[src/rtl/multi_timer.sv]
// multi_timer: NUM_CH programmable down-counter timers on the CPU bridge bus.
// Each channel has a prescaler, a sticky W1C pending flag and three modes.
// Build option: define MULTI_TIMER_PRESCALER_EN to enable the per-channel prescaler.
// Register map per channel (Addr[5:2]=channel, Addr[1:0]=register):
//   0 CTRL   [0] EN, [2:1] MODE, [3] IM, [4+PSC_W-1:4] PSC (prescaler builds only)
//   1 PRESET reload value, zero-extended on read
//   2 COUNT  live count, read-only
//   3 STATUS [0] PEND, write 1 to clear
module multi_timer #(
    parameter int NUM_CH = 2,
    parameter int CNT_W  = 32,
    parameter int PSC_W  = 8
) (
    input  logic              Clock,
    input  logic              Reset,
    input  logic [5:0]        Addr,
    input  logic              WE,
    input  logic [31:0]       WD,
    output logic [31:0]       RD,
    output logic [NUM_CH-1:0] IRQ_VEC,
    output logic              IRQ
);

    localparam logic [1:0] REG_CTRL   = 2'd0;
    localparam logic [1:0] REG_PRESET = 2'd1;
    localparam logic [1:0] REG_COUNT  = 2'd2;
    localparam logic [1:0] REG_STATUS = 2'd3;

    localparam logic [1:0] MODE_ONESHOT  = 2'd0;
    localparam logic [1:0] MODE_PERIODIC = 2'd2;
    localparam logic [1:0] MODE_STOP     = 2'd3;

    typedef enum logic [1:0] {
        ST_IDLE = 2'd0,
        ST_LOAD = 2'd1,
        ST_CNT  = 2'd2,
        ST_INT  = 2'd3
    } state_e;

    logic [3:0] acc_ch;
    logic [1:0] acc_reg;

    assign acc_ch  = Addr[5:2];
    assign acc_reg = Addr[1:0];

    state_e           state_q  [NUM_CH];
    state_e           state_d  [NUM_CH];
    logic             en_q     [NUM_CH];
    logic             en_d     [NUM_CH];
    logic [1:0]       mode_q   [NUM_CH];
    logic [1:0]       mode_d   [NUM_CH];
    logic             im_q     [NUM_CH];
    logic             im_d     [NUM_CH];
    logic [CNT_W-1:0] preset_q [NUM_CH];
    logic [CNT_W-1:0] preset_d [NUM_CH];
    logic [CNT_W-1:0] count_q  [NUM_CH];
    logic [CNT_W-1:0] count_d  [NUM_CH];
    logic             pend_q   [NUM_CH];
    logic             pend_d   [NUM_CH];
    logic [NUM_CH-1:0] tick;

`ifdef MULTI_TIMER_PRESCALER_EN
    logic [PSC_W-1:0] psc_q [NUM_CH];
    logic [PSC_W-1:0] psc_d [NUM_CH];
    logic [PSC_W-1:0] pre_q [NUM_CH];
    logic [PSC_W-1:0] pre_d [NUM_CH];

    // A tick fires when the prescaler has counted up to the programmed PSC.
    always_comb begin
        tick = '0;
        for (int i = 0; i < NUM_CH; i++) begin
            tick[i] = (pre_q[i] == psc_q[i]);
        end
    end
`else
    localparam int unused_psc_w = PSC_W;

    // Without the prescaler every cycle is a tick.
    always_comb begin
        tick = '1;
    end
`endif

    // Only part of the write data is architected; the rest is intentionally dropped.
    logic unused_wd;
    assign unused_wd = ^WD;

    // Next-state for every channel: a bus write to the channel wins over its FSM.
    always_comb begin
        for (int i = 0; i < NUM_CH; i++) begin
            state_d[i]  = state_q[i];
            en_d[i]     = en_q[i];
            mode_d[i]   = mode_q[i];
            im_d[i]     = im_q[i];
            preset_d[i] = preset_q[i];
            count_d[i]  = count_q[i];
            pend_d[i]   = pend_q[i];
`ifdef MULTI_TIMER_PRESCALER_EN
            psc_d[i]    = psc_q[i];
            pre_d[i]    = pre_q[i];
`endif
            if (WE && (acc_ch == 4'(i))) begin
                // The write freezes state, COUNT and prescaler for this cycle.
                case (acc_reg)
                    REG_CTRL: begin
                        en_d[i]   = WD[0];
                        mode_d[i] = WD[2:1];
                        im_d[i]   = WD[3];
`ifdef MULTI_TIMER_PRESCALER_EN
                        psc_d[i]  = WD[4 +: PSC_W];
`endif
                    end
                    REG_PRESET: preset_d[i] = WD[CNT_W-1:0];
                    REG_STATUS: begin
                        if (WD[0]) begin
                            pend_d[i] = 1'b0;
                        end
                    end
                    default: ;
                endcase
            end else begin
                case (state_q[i])
                    ST_IDLE: begin
                        if (en_q[i]) begin
                            state_d[i] = ST_LOAD;
                        end
                    end
                    ST_LOAD: begin
                        count_d[i] = preset_q[i];
`ifdef MULTI_TIMER_PRESCALER_EN
                        pre_d[i]   = '0;
`endif
                        state_d[i] = ST_CNT;
                    end
                    ST_CNT: begin
                        if (!en_q[i] || (mode_q[i] == MODE_STOP)) begin
                            state_d[i] = ST_IDLE;
                        end else begin
`ifdef MULTI_TIMER_PRESCALER_EN
                            pre_d[i] = tick[i] ? '0 : pre_q[i] + PSC_W'(1);
`endif
                            if (tick[i]) begin
                                // PRESET=0 lands here on the first tick, so it acts like 1.
                                if (count_q[i] <= CNT_W'(1)) begin
                                    count_d[i] = '0;
                                    pend_d[i]  = 1'b1;
                                    state_d[i] = ST_INT;
                                    if (mode_q[i] == MODE_ONESHOT) begin
                                        en_d[i] = 1'b0;
                                    end
                                end else begin
                                    count_d[i] = count_q[i] - CNT_W'(1);
                                end
                            end
                        end
                    end
                    ST_INT: begin
                        // Periodic mode reloads straight away; others re-arm through IDLE.
                        state_d[i] = (mode_q[i] == MODE_PERIODIC) ? ST_LOAD : ST_IDLE;
                    end
                    default: state_d[i] = ST_IDLE;
                endcase
            end
        end
    end

    // Register all channel state; synchronous reset clears everything.
    always_ff @(posedge Clock) begin
        for (int i = 0; i < NUM_CH; i++) begin
            if (Reset) begin
                state_q[i]  <= ST_IDLE;
                en_q[i]     <= 1'b0;
                mode_q[i]   <= 2'd0;
                im_q[i]     <= 1'b0;
                preset_q[i] <= '0;
                count_q[i]  <= '0;
                pend_q[i]   <= 1'b0;
`ifdef MULTI_TIMER_PRESCALER_EN
                psc_q[i]    <= '0;
                pre_q[i]    <= '0;
`endif
            end else begin
                state_q[i]  <= state_d[i];
                en_q[i]     <= en_d[i];
                mode_q[i]   <= mode_d[i];
                im_q[i]     <= im_d[i];
                preset_q[i] <= preset_d[i];
                count_q[i]  <= count_d[i];
                pend_q[i]   <= pend_d[i];
`ifdef MULTI_TIMER_PRESCALER_EN
                psc_q[i]    <= psc_d[i];
                pre_q[i]    <= pre_d[i];
`endif
            end
        end
    end

    // Combinational read mux; channels beyond NUM_CH never match and read 0.
    always_comb begin
        RD = '0;
        for (int i = 0; i < NUM_CH; i++) begin
            if (acc_ch == 4'(i)) begin
                case (acc_reg)
                    REG_CTRL: begin
                        RD = 32'({im_q[i], mode_q[i], en_q[i]});
`ifdef MULTI_TIMER_PRESCALER_EN
                        RD = RD | (32'(psc_q[i]) << 4);
`endif
                    end
                    REG_PRESET: RD = 32'(preset_q[i]);
                    REG_COUNT:  RD = 32'(count_q[i]);
                    REG_STATUS: RD = 32'(pend_q[i]);
                    default:    RD = '0;
                endcase
            end
        end
    end

    // Interrupts are the masked pending flags, plus their OR.
    always_comb begin
        IRQ_VEC = '0;
        for (int i = 0; i < NUM_CH; i++) begin
            IRQ_VEC[i] = pend_q[i] & im_q[i];
        end
        IRQ = |IRQ_VEC;
    end

endmodule
[config.mk]
export PLATFORM = sky130hd
export DESIGN_NAME = multi_timer
export DESIGN_NICKNAME = d
export VERILOG_FILES = /design/src/rtl/multi_timer.sv
export SDC_FILE = /design/constraint.sdc
export NUM_CORES = 1
export LEC_CHECK = 0
export CORE_MARGIN = 2
export CORE_UTILIZATION = 53
export DETAILED_ROUTE_END_ITERATION = 8
export PLACE_DENSITY = 0.84
export SYNTH_ARGS = -nofsm -noshare
export SYNTH_HDL_FRONTEND = slang
export SYNTH_SLANG_ARGS = --single-unit
export TNS_END_PERCENT = 20
[constraint.sdc]
create_clock -name Clock -period 2.55 [get_ports Clock]
set_input_delay 0.255 -clock Clock [delete_from_list [all_inputs] [get_ports Clock]]
set_output_delay 0.255 -clock Clock [all_outputs]
set_load 0.1 [all_outputs]
==> results.ini <==
[layout]
final_nets=1237
fillers=1182
diodes=0
area_growth_pct=29.5
multi_input_comb_area_sq_um=5020
seq_area_sq_um=2840
final_cells=1409
drive_gt1_share_pct=16.0

[power]
power_w=0.00833
powerDensity_nw_per_um2=777
sw_frac_of_total_pct=38.2
p_leak_nw=3.68
clkPwrFrac_pct=32.3
seqPwrFrac_pct=28.3
power_switching_w=0.00318
internal-power_w=0.00515
ir_worst_vdd_uv=580
p_comb_share_pct=39.3

[cts]
cts_buffers=17
clock_sinks=142
htree_levels=4
cts_tree=done
clk_pin_slew_ps=60
clockBufferDepth=2
clock-root-buffer=clkbuf_16
insertion_delay_ps=440

[yosys]
netlist_area_sq_um=8280
netlist_instances=1094
synth_top_area_share_pct=34.3
yosys.area.top_type=dfxtp_1
synth.distinct_cells=73
synth.avg_cell_area_sq_um=7.57
synth.ff_latch_count=142
synth_edf_count=0
synth_seq_area_share_pct=34.3
ys_warn_count=0
ys.flop_type=dfxtp_1
ys_top_cells_by_area=dfxtp_1, nand2_1, a21oi_1
syn_nets=1146
async_flop_share_pct=0

[timing]
fmax_mhz=384
rsz0062_at_grt=true
slew_headroom_pct=52.9
post-route-period-util_pct=102
skew_ps=7.87
hold_violations=0
drv_slew=0
min_period_ps=2600
worstMarginPinSlew_ps=705
tns_ps=-86.3
setup_viol=5
setup_slack_ps=-52.4

[status]
violations=setup timing
run_status=complete, but fails checks

[critical_path]
critical_path.max_stage_delay_ps=670
crit_fanout=24
cp_cell_sequence=clkdlybuf4s50_1 > or4_1 > buf_4 > o22ai_1 > buf_12
worstPathArrival_ps=2350
cp.required_ps=2300
crit_start=Addr[4]
critPathKind=in2out
endpoint_kind=output pin
cp_slowest_cell=or4_1
r2r_cells=6
startpoint_type=input pin
timing.rr.end=count_q[1][6]$_SDFFE_PP0P_
reg2reg_from=count_q[1][4]$_SDFFE_PP0P_
r2r_slack_ps=90

[floorplanning]
num_rows=45
pin_count=76
dieArea_sq_um=16600
die_w_um=129
core_area_sq_um=15300
dieHeight_um=129
start_util_pct=54.3

[place]
io_buffers=75
dp_hpwl_um=21300
dp.cells=1376
gp_congestion=0.988
pre_cts_ws_ps=4.04

[hold_path]
min-delay-start=Reset
min_to=preset_q[1][9]$_SDFFE_PP0P_
min_path_cells=3
hp-class=in2reg

[global_routing]
grt_pass1_vias=8950
grt_max_degree=135
grt_usage_pct=37.0
overflow=0
grt_first_pass_wirelength_um=47900
antenna_found_initial=0

[routing]
vias_per_cell=6.93
drtIter0Drc=1535
ant_nets=0
first_pass_iters=7
vias=9759
drt-wirelength-per-cell_um=21.9
drc_errors=0
wirelength_um=30900

[run]
drv_cap=0

==> stage by stage <==
| step | utilization, % | instance area [sq um] | hold WS, ps |
|---|---|---|---|
| after floorplan | - | 8280 | 391 |
| after global placement | 65.8 | 10000 | 454 |
| after detailed placement | 65.8 | 10000 | 460 |
| after CTS | 70.0 | 10700 | 408 |
| after global routing | 70.3 | 10700 | 432 |
| final | 70.3 | 10700 | 409 |
==> cells in the final DEF (no fill, tap or decap), types with 14 or more instances in the layout <==
| cell | count |
|---|---|
| a22oi_1 | 75 |
| a21oi_1 | 114 |
| nor2_1 | 42 |
| clkdlybuf4s50_1 | 39 |
| nand3_1 | 46 |
| o22ai_1 | 30 |
| dfxtp_1 | 142 |
| buf_4 | 88 |
| or4_1 | 14 |
| o32ai_1 | 21 |
| nand2_1 | 180 |
| clkbuf_16 | 17 |
| nor3_1 | 23 |
| buf_12 | 39 |
| nor4_1 | 22 |
| a31oi_1 | 32 |
| inv_1 | 34 |
| o21ai_0 | 22 |
==> flip-flops by register name (all words and copies together) (netlist names) <==
signal    count
en_q          2
pend_q        2
state_q       4
im_q          2
count_q      64
mode_q        4
preset_q     64
==> critical path, delay by kind of cell <==
| kind | cells | cell delay (ps) |
|---|---|---|
| buffers and inverters | 3 | 980 |
| and+or+nand+nor | 1 | 670 |
| AOI/OAI and AO/OA | 1 | 410 |
==> cell type report <==
type	count	area share, %
Multi-Input combinational cell	822	46.8
Timing Repair Buffer	166	17.1
Inverter	36	1.26
Sequential cell	142	26.5
Tap cell	211	2.46
Clock inverter	13	1.76
Clock buffer	19	4.13
==> cells in the mapped netlist, drive strengths merged (5+ instances only) <==
| library cell | count |
|---|---|
| o221ai | 8 |
| buf | 13 |
| nor4 | 25 |
| a22oi | 75 |
| clkbuf | 81 |
| nor2b | 9 |
| a221oi | 8 |
| mux2i | 9 |
| nor3 | 28 |
| a31oi | 34 |
| o21ai | 22 |
| a21oi | 114 |
| and3 | 11 |
| or4 | 15 |
| nand4 | 13 |
| and2 | 10 |
| or3 | 8 |
| nand2 | 180 |
| a32oi | 10 |
| inv | 35 |
| o21a | 6 |
| ha | 11 |
| dfxtp | 142 |
| a2bb2oi | 5 |
| nand3 | 47 |
| a211oi | 7 |
| nor2 | 44 |
| o22ai | 31 |
| o211ai | 8 |
| a21boi | 6 |
| o32ai | 21 |
==> routing by layer <==
layer / up-vias / routed length (um) / global-route usage [%]
li1: 4333 / - / -
met1: 4542 / 11700 / 48.4
met2: 765 / 13800 / 57.4
met3: 119 / 3870 / 7.73
met4: 0 / 1550 / 19.7
met5: - / 0 / 0
==> cell families (layout without fill, tap and decap cells) <==
kind of cell / Yosys count / count (layout) / share of synthesized area, %
flops: 142 / 142 / 34.3
simple gates: 412 / 412 / 24.6
compound gates: 388 / 388 / 31.7
fa+ha+maj: 11 / 11 / 1.66
mux: 11 / 11 / 1.63
buf+inv: 130 / 234 / 6.15
==> worst max-delay path by stage <==
stage / end / slack (ps) / depth (start not counted)
after floorplan: RD[10] / -340 / 4
after global placement: RD[17] / 10 / 5
after global routing: RD[30] / -50 / 5
final: RD[30] / -50 / 5
after CTS: RD[18] / 10 / 5
after detailed placement: RD[17] / 4 / 5
==> power by group through the flow <==
stage               sequential, W  clock, W  combinational (W)
floorplan                 0.00238         0            0.00189
global placement          0.00240         0            0.00301
detailed placement        0.00240         0            0.00306
CTS                       0.00236   0.00269            0.00312
global route              0.00237   0.00276            0.00347
finish                    0.00236   0.00269            0.00328
==> timing repair <==
action / 4_1_cts / 5_1_grt
buffers inserted: 0 / 1
setup endpoints to repair: 1 / 25
cloned: 0 / 0
endpoints found under the hold margin: 0 / 0
hold buffers: 0 / 0
gates resized for setup: 1 / 6
pin swaps: 0 / 1
(Power assumes the default switching activity.)
